## src/rtl/i2c_init_sequencer_pkg.sv

```systemverilog
// Shared definitions for the I2C init sequencer: FSM encoding and table markers.
package i2c_init_sequencer_pkg;

    typedef enum logic [3:0] {
        IDLE          = 4'd0,
        FETCH         = 4'd1,
        ISSUE         = 4'd2,
        WAIT_ACCEPT   = 4'd3,
        WAIT_COMPLETE = 4'd4,
        CHECK         = 4'd5,
        DELAY         = 4'd6,
        DONE          = 4'd7,
        FAIL          = 4'd8
    } seq_state_t;

    localparam logic [7:0] END_MARKER   = 8'hFF;
    localparam logic [7:0] DELAY_MARKER = 8'hFE;

    function automatic logic state_is_active(input seq_state_t s);
        return !((s == IDLE) || (s == DONE) || (s == FAIL));
    endfunction

endpackage

```

## src/rtl/i2c_init_sequencer_if.sv

```systemverilog
// Request/response bundle between the init sequencer and an I2C write master.
interface i2c_init_sequencer_if;
    logic       i2cStartWrite;
    logic [6:0] i2cAddress;
    logic [7:0] i2cReg;
    logic [7:0] i2cData;
    logic       i2cBusy;
    logic       i2cAckError;

    modport master (
        output i2cStartWrite, i2cAddress, i2cReg, i2cData,
        input  i2cBusy, i2cAckError
    );

    modport slave (
        input  i2cStartWrite, i2cAddress, i2cReg, i2cData,
        output i2cBusy, i2cAckError
    );
endinterface

```

## src/rtl/i2c_init_sequencer_delay_timer.sv

```systemverilog
// Down-counter for delay table entries: load a cycle count, count down, flag zero.
module i2c_delay_timer #(
    parameter int WIDTH = 22
) (
    input  logic             clock,
    input  logic             reset,
    input  logic             i_load,
    input  logic             i_count,
    input  logic [WIDTH-1:0] i_value,
    output logic             o_zero
);

    logic [WIDTH-1:0] r_count;

    // Load has priority; counting saturates at zero.
    always_ff @(posedge clock) begin
        if (reset) begin
            r_count <= '0;
        end else if (i_load) begin
            r_count <= i_value;
        end else if (i_count && (r_count != '0)) begin
            r_count <= r_count - WIDTH'(1);
        end else begin
            r_count <= r_count;
        end
    end

    assign o_zero = (r_count == '0);

endmodule

```

## src/rtl/i2c_init_sequencer.sv

```systemverilog
// Walks a register-init table and issues one I2C write per entry, with retries and delays.
module i2c_init_sequencer
    import i2c_init_sequencer_pkg::*;
#(
    parameter logic [6:0] DEVICE_ADDRESS = 7'h21,
    parameter int         NR_OF_ENTRIES  = 32,
    parameter int         MAX_RETRIES    = 3,
    parameter int         DELAY_UNIT     = 12000
) (
    input  logic                             clock,
    input  logic                             reset,
    input  logic                             start,
    output logic [$clog2(NR_OF_ENTRIES)-1:0] tableIndex,
    input  logic [7:0]                       tableReg,
    input  logic [7:0]                       tableData,
    i2c_init_sequencer_if.master             i2c,
    output logic                             busy,
    output logic                             done,
    output logic                             error,
    output logic [$clog2(NR_OF_ENTRIES)-1:0] failIndex
);

    localparam int IW = $clog2(NR_OF_ENTRIES);
    localparam int RW = (MAX_RETRIES > 0) ? $clog2(MAX_RETRIES + 1) : 1;
    localparam int DW = $clog2(255 * DELAY_UNIT + 1);
    localparam logic [IW-1:0] LAST_IDX = IW'(NR_OF_ENTRIES - 1);

    seq_state_t    r_state;
    seq_state_t    w_next;
    logic [IW-1:0] r_idx;
    logic [IW-1:0] r_fail_idx;
    logic [RW-1:0] r_retry;
    logic          r_start_write;
    logic          r_busy;
    logic          r_done;
    logic          r_error;
    logic [7:0]    r_reg;
    logic [7:0]    r_data;
    logic          w_clear;
    logic          w_inc_idx;
    logic          w_retry_inc;
    logic          w_retry_clr;
    logic          w_fail;
    logic          w_load;
    logic          w_sw;
    logic          w_zero;
    logic          w_last;
    logic          w_counting;
    logic [DW-1:0] w_delay_cycles;
    logic [DW-1:0] w_load_value;

    assign w_last         = (r_idx == LAST_IDX);
    assign w_counting     = (r_state == DELAY);
    assign w_delay_cycles = DW'(tableData) * DW'(DELAY_UNIT);
    // DELAY itself spends one cycle on the zero count, so load one less.
    assign w_load_value   = (w_delay_cycles == '0) ? '0 : (w_delay_cycles - DW'(1));

    i2c_delay_timer #(.WIDTH(DW)) u_delay_timer (
        .clock   (clock),
        .reset   (reset),
        .i_load  (w_load),
        .i_count (w_counting),
        .i_value (w_load_value),
        .o_zero  (w_zero)
    );

    // FSM state register.
    always_ff @(posedge clock) begin
        if (reset) begin
            r_state <= IDLE;
        end else begin
            r_state <= w_next;
        end
    end

    // Next-state decode and per-cycle datapath strobes.
    always_comb begin
        w_next      = r_state;
        w_clear     = 1'b0;
        w_inc_idx   = 1'b0;
        w_retry_inc = 1'b0;
        w_retry_clr = 1'b0;
        w_fail      = 1'b0;
        w_load      = 1'b0;
        w_sw        = 1'b0;
        case (r_state)
            IDLE, DONE, FAIL: begin
                if (start) begin
                    w_next  = FETCH;
                    w_clear = 1'b1;
                end else begin
                    w_next = r_state;
                end
            end
            FETCH: begin
                if (tableReg == END_MARKER) begin
                    w_next = DONE;
                end else if (tableReg == DELAY_MARKER) begin
                    w_next = DELAY;
                    w_load = 1'b1;
                end else begin
                    w_next = ISSUE;
                end
            end
            ISSUE: begin
                if (!i2c.i2cBusy) begin
                    w_next = WAIT_ACCEPT;
                    w_sw   = 1'b1;
                end else begin
                    w_next = ISSUE;
                end
            end
            WAIT_ACCEPT: begin
                if (i2c.i2cBusy) begin
                    w_next = WAIT_COMPLETE;
                end else begin
                    w_next = WAIT_ACCEPT;
                end
            end
            WAIT_COMPLETE: begin
                if (!i2c.i2cBusy) begin
                    w_next = CHECK;
                end else begin
                    w_next = WAIT_COMPLETE;
                end
            end
            CHECK: begin
                if (!i2c.i2cAckError) begin
                    w_retry_clr = 1'b1;
                    if (w_last) begin
                        w_next = DONE;
                    end else begin
                        w_next    = FETCH;
                        w_inc_idx = 1'b1;
                    end
                end else if (r_retry < RW'(MAX_RETRIES)) begin
                    w_next      = ISSUE;
                    w_retry_inc = 1'b1;
                end else begin
                    w_next = FAIL;
                    w_fail = 1'b1;
                end
            end
            DELAY: begin
                if (w_zero) begin
                    if (w_last) begin
                        w_next = DONE;
                    end else begin
                        w_next    = FETCH;
                        w_inc_idx = 1'b1;
                    end
                end else begin
                    w_next = DELAY;
                end
            end
            default: begin
                w_next = IDLE;
            end
        endcase
    end

    // Registered outputs, table index, retry count and latched entry.
    always_ff @(posedge clock) begin
        if (reset) begin
            r_start_write <= 1'b0;
            r_busy        <= 1'b0;
            r_done        <= 1'b0;
            r_error       <= 1'b0;
            r_idx         <= '0;
            r_fail_idx    <= '0;
            r_retry       <= '0;
            r_reg         <= 8'h00;
            r_data        <= 8'h00;
        end else begin
            r_start_write <= w_sw;
            r_busy        <= state_is_active(w_next);
            r_done        <= (w_next == DONE);
            r_error       <= (w_next == FAIL);
            if (w_clear) begin
                r_idx <= '0;
            end else if (w_inc_idx) begin
                r_idx <= r_idx + IW'(1);
            end
            if (w_clear || w_retry_clr) begin
                r_retry <= '0;
            end else if (w_retry_inc) begin
                r_retry <= r_retry + RW'(1);
            end
            if (w_fail) begin
                r_fail_idx <= r_idx;
            end
            if (r_state == FETCH) begin
                r_reg  <= tableReg;
                r_data <= tableData;
            end
        end
    end

    assign tableIndex        = r_idx;
    assign failIndex         = r_fail_idx;
    assign busy              = r_busy;
    assign done              = r_done;
    assign error             = r_error;
    assign i2c.i2cStartWrite = r_start_write;
    assign i2c.i2cAddress    = DEVICE_ADDRESS;
    assign i2c.i2cReg        = r_reg;
    assign i2c.i2cData       = r_data;

endmodule

```

## src/flat_wrapper.sv

```systemverilog
// flat-port wrapper written by rule: the top's interface ports become plain ports
module i2c_init_sequencer_flat import i2c_init_sequencer_pkg::*;
#(
    parameter logic [6:0] DEVICE_ADDRESS = 7'h21,
    parameter int         NR_OF_ENTRIES  = 32,
    parameter int         MAX_RETRIES    = 3,
    parameter int         DELAY_UNIT     = 12000
)
  (clock, reset, start, tableIndex, tableReg, tableData, busy, done, error, failIndex, i2c_i2cStartWrite, i2c_i2cAddress, i2c_i2cReg, i2c_i2cData, i2c_i2cBusy, i2c_i2cAckError);
  i2c_init_sequencer_if i2c_i ();
  input  logic clock;
  input  logic reset;
  input  logic start;
  output logic [$clog2(NR_OF_ENTRIES)-1:0] tableIndex;
  input  logic [7:0] tableReg;
  input  logic [7:0] tableData;
  output logic busy;
  output logic done;
  output logic error;
  output logic [$clog2(NR_OF_ENTRIES)-1:0] failIndex;
  output wire logic [$bits(i2c_i.i2cStartWrite)-1:0] i2c_i2cStartWrite;
  output wire logic [$bits(i2c_i.i2cAddress)-1:0] i2c_i2cAddress;
  output wire logic [$bits(i2c_i.i2cReg)-1:0] i2c_i2cReg;
  output wire logic [$bits(i2c_i.i2cData)-1:0] i2c_i2cData;
  input wire logic [$bits(i2c_i.i2cBusy)-1:0] i2c_i2cBusy;
  input wire logic [$bits(i2c_i.i2cAckError)-1:0] i2c_i2cAckError;
  assign i2c_i2cStartWrite = i2c_i.i2cStartWrite;
  assign i2c_i2cAddress = i2c_i.i2cAddress;
  assign i2c_i2cReg = i2c_i.i2cReg;
  assign i2c_i2cData = i2c_i.i2cData;
  assign i2c_i.i2cBusy = i2c_i2cBusy;
  assign i2c_i.i2cAckError = i2c_i2cAckError;
  i2c_init_sequencer #(.DEVICE_ADDRESS(DEVICE_ADDRESS), .NR_OF_ENTRIES(NR_OF_ENTRIES), .MAX_RETRIES(MAX_RETRIES), .DELAY_UNIT(DELAY_UNIT)) u_core (.clock(clock), .reset(reset), .start(start), .tableIndex(tableIndex), .tableReg(tableReg), .tableData(tableData), .i2c(i2c_i), .busy(busy), .done(done), .error(error), .failIndex(failIndex));
endmodule
```

## config.mk

```make
export PLATFORM = sky130hd
export DESIGN_NAME = i2c_init_sequencer_flat
export DESIGN_NICKNAME = d
export VERILOG_FILES = /design/src/rtl/i2c_init_sequencer_pkg.sv /design/src/rtl/i2c_init_sequencer_if.sv /design/src/rtl/i2c_init_sequencer_delay_timer.sv /design/src/rtl/i2c_init_sequencer.sv /design/src/flat_wrapper.sv
export SDC_FILE = /design/constraint.sdc
export NUM_CORES = 1
export LEC_CHECK = 0
export CAP_MARGIN = 20
export CORE_MARGIN = 3
export CORE_UTILIZATION = 35
export DETAILED_ROUTE_END_ITERATION = 8
export PLACE_DENSITY = 0.58
export SLEW_MARGIN = 20
export SYNTH_ARGS = -nofsm -noshare
export SYNTH_HDL_FRONTEND = slang
export SYNTH_SLANG_ARGS = --single-unit
```

## constraint.sdc

```tcl
create_clock -name clock -period 15.6 [get_ports clock]
set_input_delay 1.56 -clock clock [delete_from_list [all_inputs] [get_ports clock]]
set_output_delay 1.56 -clock clock [all_outputs]
set_load 0.01 [all_outputs]
```

==> out/summary.txt <==
Max Freq -> 142 MHz
Worst-path maximum fanout -> 10
Reg2Reg Depth -> 7
Fill cells -> 1414
Largest net degree at the start of global routing -> 35
Clock skew -> 0.00863 ns
Crit path to -> u_core.u_delay_timer.r_count[20]$_SDFFE_PP0P_
Most frequent cell after synthesis -> nand2_1
Switching power -> 334 µW
Worst-path cell chain -> clkdlybuf4s50_1 > inv_1 > fa_1 > fa_1 > fa_1 > fa_1 > inv_1 > ha_1 > a21o_1 > a31oi_1 > a211oi_1 > o211ai_1 > nor4b_2 > o2111ai_2 > nand2_1 > o22ai_1
Hold Path Class -> register to register
DP Cell Count -> 802
Status -> completed
R2r endpoint -> u_core.u_delay_timer.r_count[13]$_SDFFE_PP0P_
Area contributors post-synth -> dfxtp_1, ha_1, fa_1
Total gr overflow -> 0
GRT Total Usage -> 0.154
Fin nets -> 728
Tmin final -> 7.05 ns
# DRC -> 0
H-tree Lvls -> 3
Worst Min Path Start -> u_core.i2c.i2cData[1]$_SDFFE_PP0N_
Post-synth EDFFs -> 0
Total core area -> 0.0135 mm²
Crit-path leading delay family -> adder cells
First-pass GRT wire length -> 19200 µm
Vias in the first global route -> 4069
Post-Synthesis Cells -> 594
Post-route antenna net violation count -> 0
Metal-1 WL -> 5300 µm
Area Growth Syn to Fin -> 19.3%
Crit. End Element -> register
Die width -> 124 µm
Sequential area share after synthesis -> 0.238
Most frequent CP cell -> fa_1
LEAKAGE -> 2.47 nW
Register clock-pin slew on the reported worst setup and hold paths -> 0.05 ns
Startpoint Class -> input pin
CTS tree -> done
Place WS -> 8.24 ns
Pre-antenna DRT Iters -> 4
Post-cts hold buffer count -> 0
Setup repair bufs after CTS -> 0
CTS sink count -> 58
Met3 Routed Length -> 349 µm
Synth top area share -> 0.238
Reg-to-Reg Start -> u_core.r_state[0]$_SDFF_PP0_
Critical path buffers and inverters -> 3
Row count -> 42
Setup violators final -> 0
Reg-to-reg slack, setup -> 11.83 ns
Main synth FF type -> dfxtp_1
CTS Buf Count -> 9
Clk_lat worst skew -> 0.32 ns
Internal power -> 473 µW
Final Non-Filler Cells -> 818
Via/cell ratio -> 5.17
TNS Setup -> 0 ns
Max-slew violation count -> 0
Die footprint -> 0.0154 mm²
Final HPWL DP -> 9290 µm
RSZ-0062 raised after global routing -> no
Max-Cap Viols -> 0
Syn. warnings -> 0
Port Buffers -> 50
Vias -> 4231
CP Class -> input pin to register
Syn avg cell area -> 8.22 µm²
Crit path from -> tableData[5]
Async S/R FF share, synth -> 0
Power density cells -> 139 mW/mm²
WL final -> 11400 µm
DR top layer -> met4
DR WL met2 -> 5630 µm
Post-CTS resize count -> 0
GP Congestion -> 0.843
Die Height -> 124 µm
Cell Area, Placed -> 0.00551 mm²
Slew at the pin closest to its max-slew limit -> 0.885 ns
Slew margin rel. -> 0.405
Num ports -> 58
Cell area after layout -> 0.00583 mm²
Worst VDD drop -> 0.0720 mV
Starting density of the core -> 0.363
Area of the multi-input gates -> 0.00338 mm²
Register area -> 0.00116 mm²
Post-synth top cells -> nand2_1, inv_1, dfxtp_1
Number of distinct library cells after synthesis -> 67
Share of layout cells above drive strength 1 -> 0.0545
Routed len/inst -> 14.0 µm
Initial antenna violation count -> 0
Sequential share of power -> 0.193
Clk pwr share -> 0.260
Hold Slack -> 0.454 ns
Worst path max stage delay -> 0.55 ns
Worst Path Required -> 15.80 ns
Clock root cell -> clkbuf_16
Switching share of power -> 0.414
Final period util -> 0.452
Logic pwr share -> 0.547
Final hold vios -> 0
Synthesized area -> 0.00488 mm²
Slowest cell on crit path -> clkdlybuf4s50_1
WP depth -> 16
Starting DRT DRC Count -> 296
Area leader, netlist -> dfxtp_1
Max clock buf depth -> 2
Post-synthesis register bit count -> 58
Antenna diodes -> 0
Post-route setup slack -> 8.55 ns
CP arrival -> 7.25 ns
==> cells by family after synthesis <==
logic type / Yosys count / share of synthesized area
AOI/OAI and AO/OA: 119 / 0.163
xor gates and xnor gates: 42 / 0.0753
other: 2 / 0.00154
and+or+nand+nor: 209 / 0.212
buffers and inverters: 85 / 0.0735
muxes: 9 / 0.0184
adders and majority gates: 70 / 0.218
DFF: 58 / 0.238
==> tightest hold or removal path, cell delays in order (launching register included) <==
cell,delay (ns)
dfxtp_1,0.30
nand2_1,0.05
a21oi_1,0.05
==> through the flow <==
stage,total power [mW],util
6_report,0.807,0.433
3_5_place_dp,0.598,0.409
5_1_grt,0.875,0.433
2_1_floorplan,0.502,-
3_3_place_gp,0.588,0.409
4_1_cts,0.812,0.433
==> power by group through the flow <==
stage	logic [mW]	clock network, mW	registers [mW]
after detailed placement	0.440	0	0.159
after global placement	0.429	0	0.158
final	0.441	0.210	0.156
after floorplan	0.344	0	0.158
after CTS	0.442	0.214	0.156
after global routing	0.499	0.220	0.156
==> worst min-delay path by stage <==
stage | end | cells past startpoint
floorplan | u_core.i2c.i2cData[0]$_SDFFE_PP0N_ | 2
global placement | u_core.i2c.i2cData[0]$_SDFFE_PP0N_ | 2
detailed placement | u_core.i2c.i2cReg[3]$_SDFFE_PP0N_ | 2
CTS | u_core.i2c.i2cReg[3]$_SDFFE_PP0N_ | 2
global route | u_core.i2c.i2cReg[2]$_SDFFE_PP0N_ | 2
finish | u_core.i2c.i2cData[1]$_SDFFE_PP0N_ | 2
==> area by class of cell <==
type	count	share of cell area
Multi-Input combinational cell	456	0.581
Clock inverter	5	0.0133
Inverter	60	0.0387
Timing Repair Buffer	52	0.0885
Sequential cell	58	0.199
Clock buffer	11	0.0417
Tap cell	176	0.0378
==> state kept, by name (all words and copies together), names as in the netlist <==
register / count
u_core.tableIndex: 5
u_core.done: 1
u_core.i2c.i2cData: 8
u_core.i2c.i2cStartWrite: 1
u_core.busy: 1
u_core.i2c.i2cReg: 8
u_core.r_state: 4
u_core.failIndex: 5
u_core.u_delay_timer.r_count: 22
u_core.r_retry: 2
u_core.error: 1
==> per-layer routing <==
metal	up-vias	GRT usage
met5	-	0
met4	0	0.0424
met3	12	0.0259
met2	74	0.263
met1	2006	0.200
li1	2139	-
==> cells in the final DEF, fill, tap and decap left out, drive strengths merged, types with 20 or more instances in the layout <==
master / synthesis / layout
dfxtp: 58 / 58
nand2: 70 / 70
clkdlybuf4s50: 0 / 50
nor2: 54 / 54
ha: 45 / 45
fa: 25 / 25
xnor2: 22 / 22
inv: 60 / 60
xor2: 20 / 20
a21oi: 43 / 43
(Power assumes the default switching activity.)
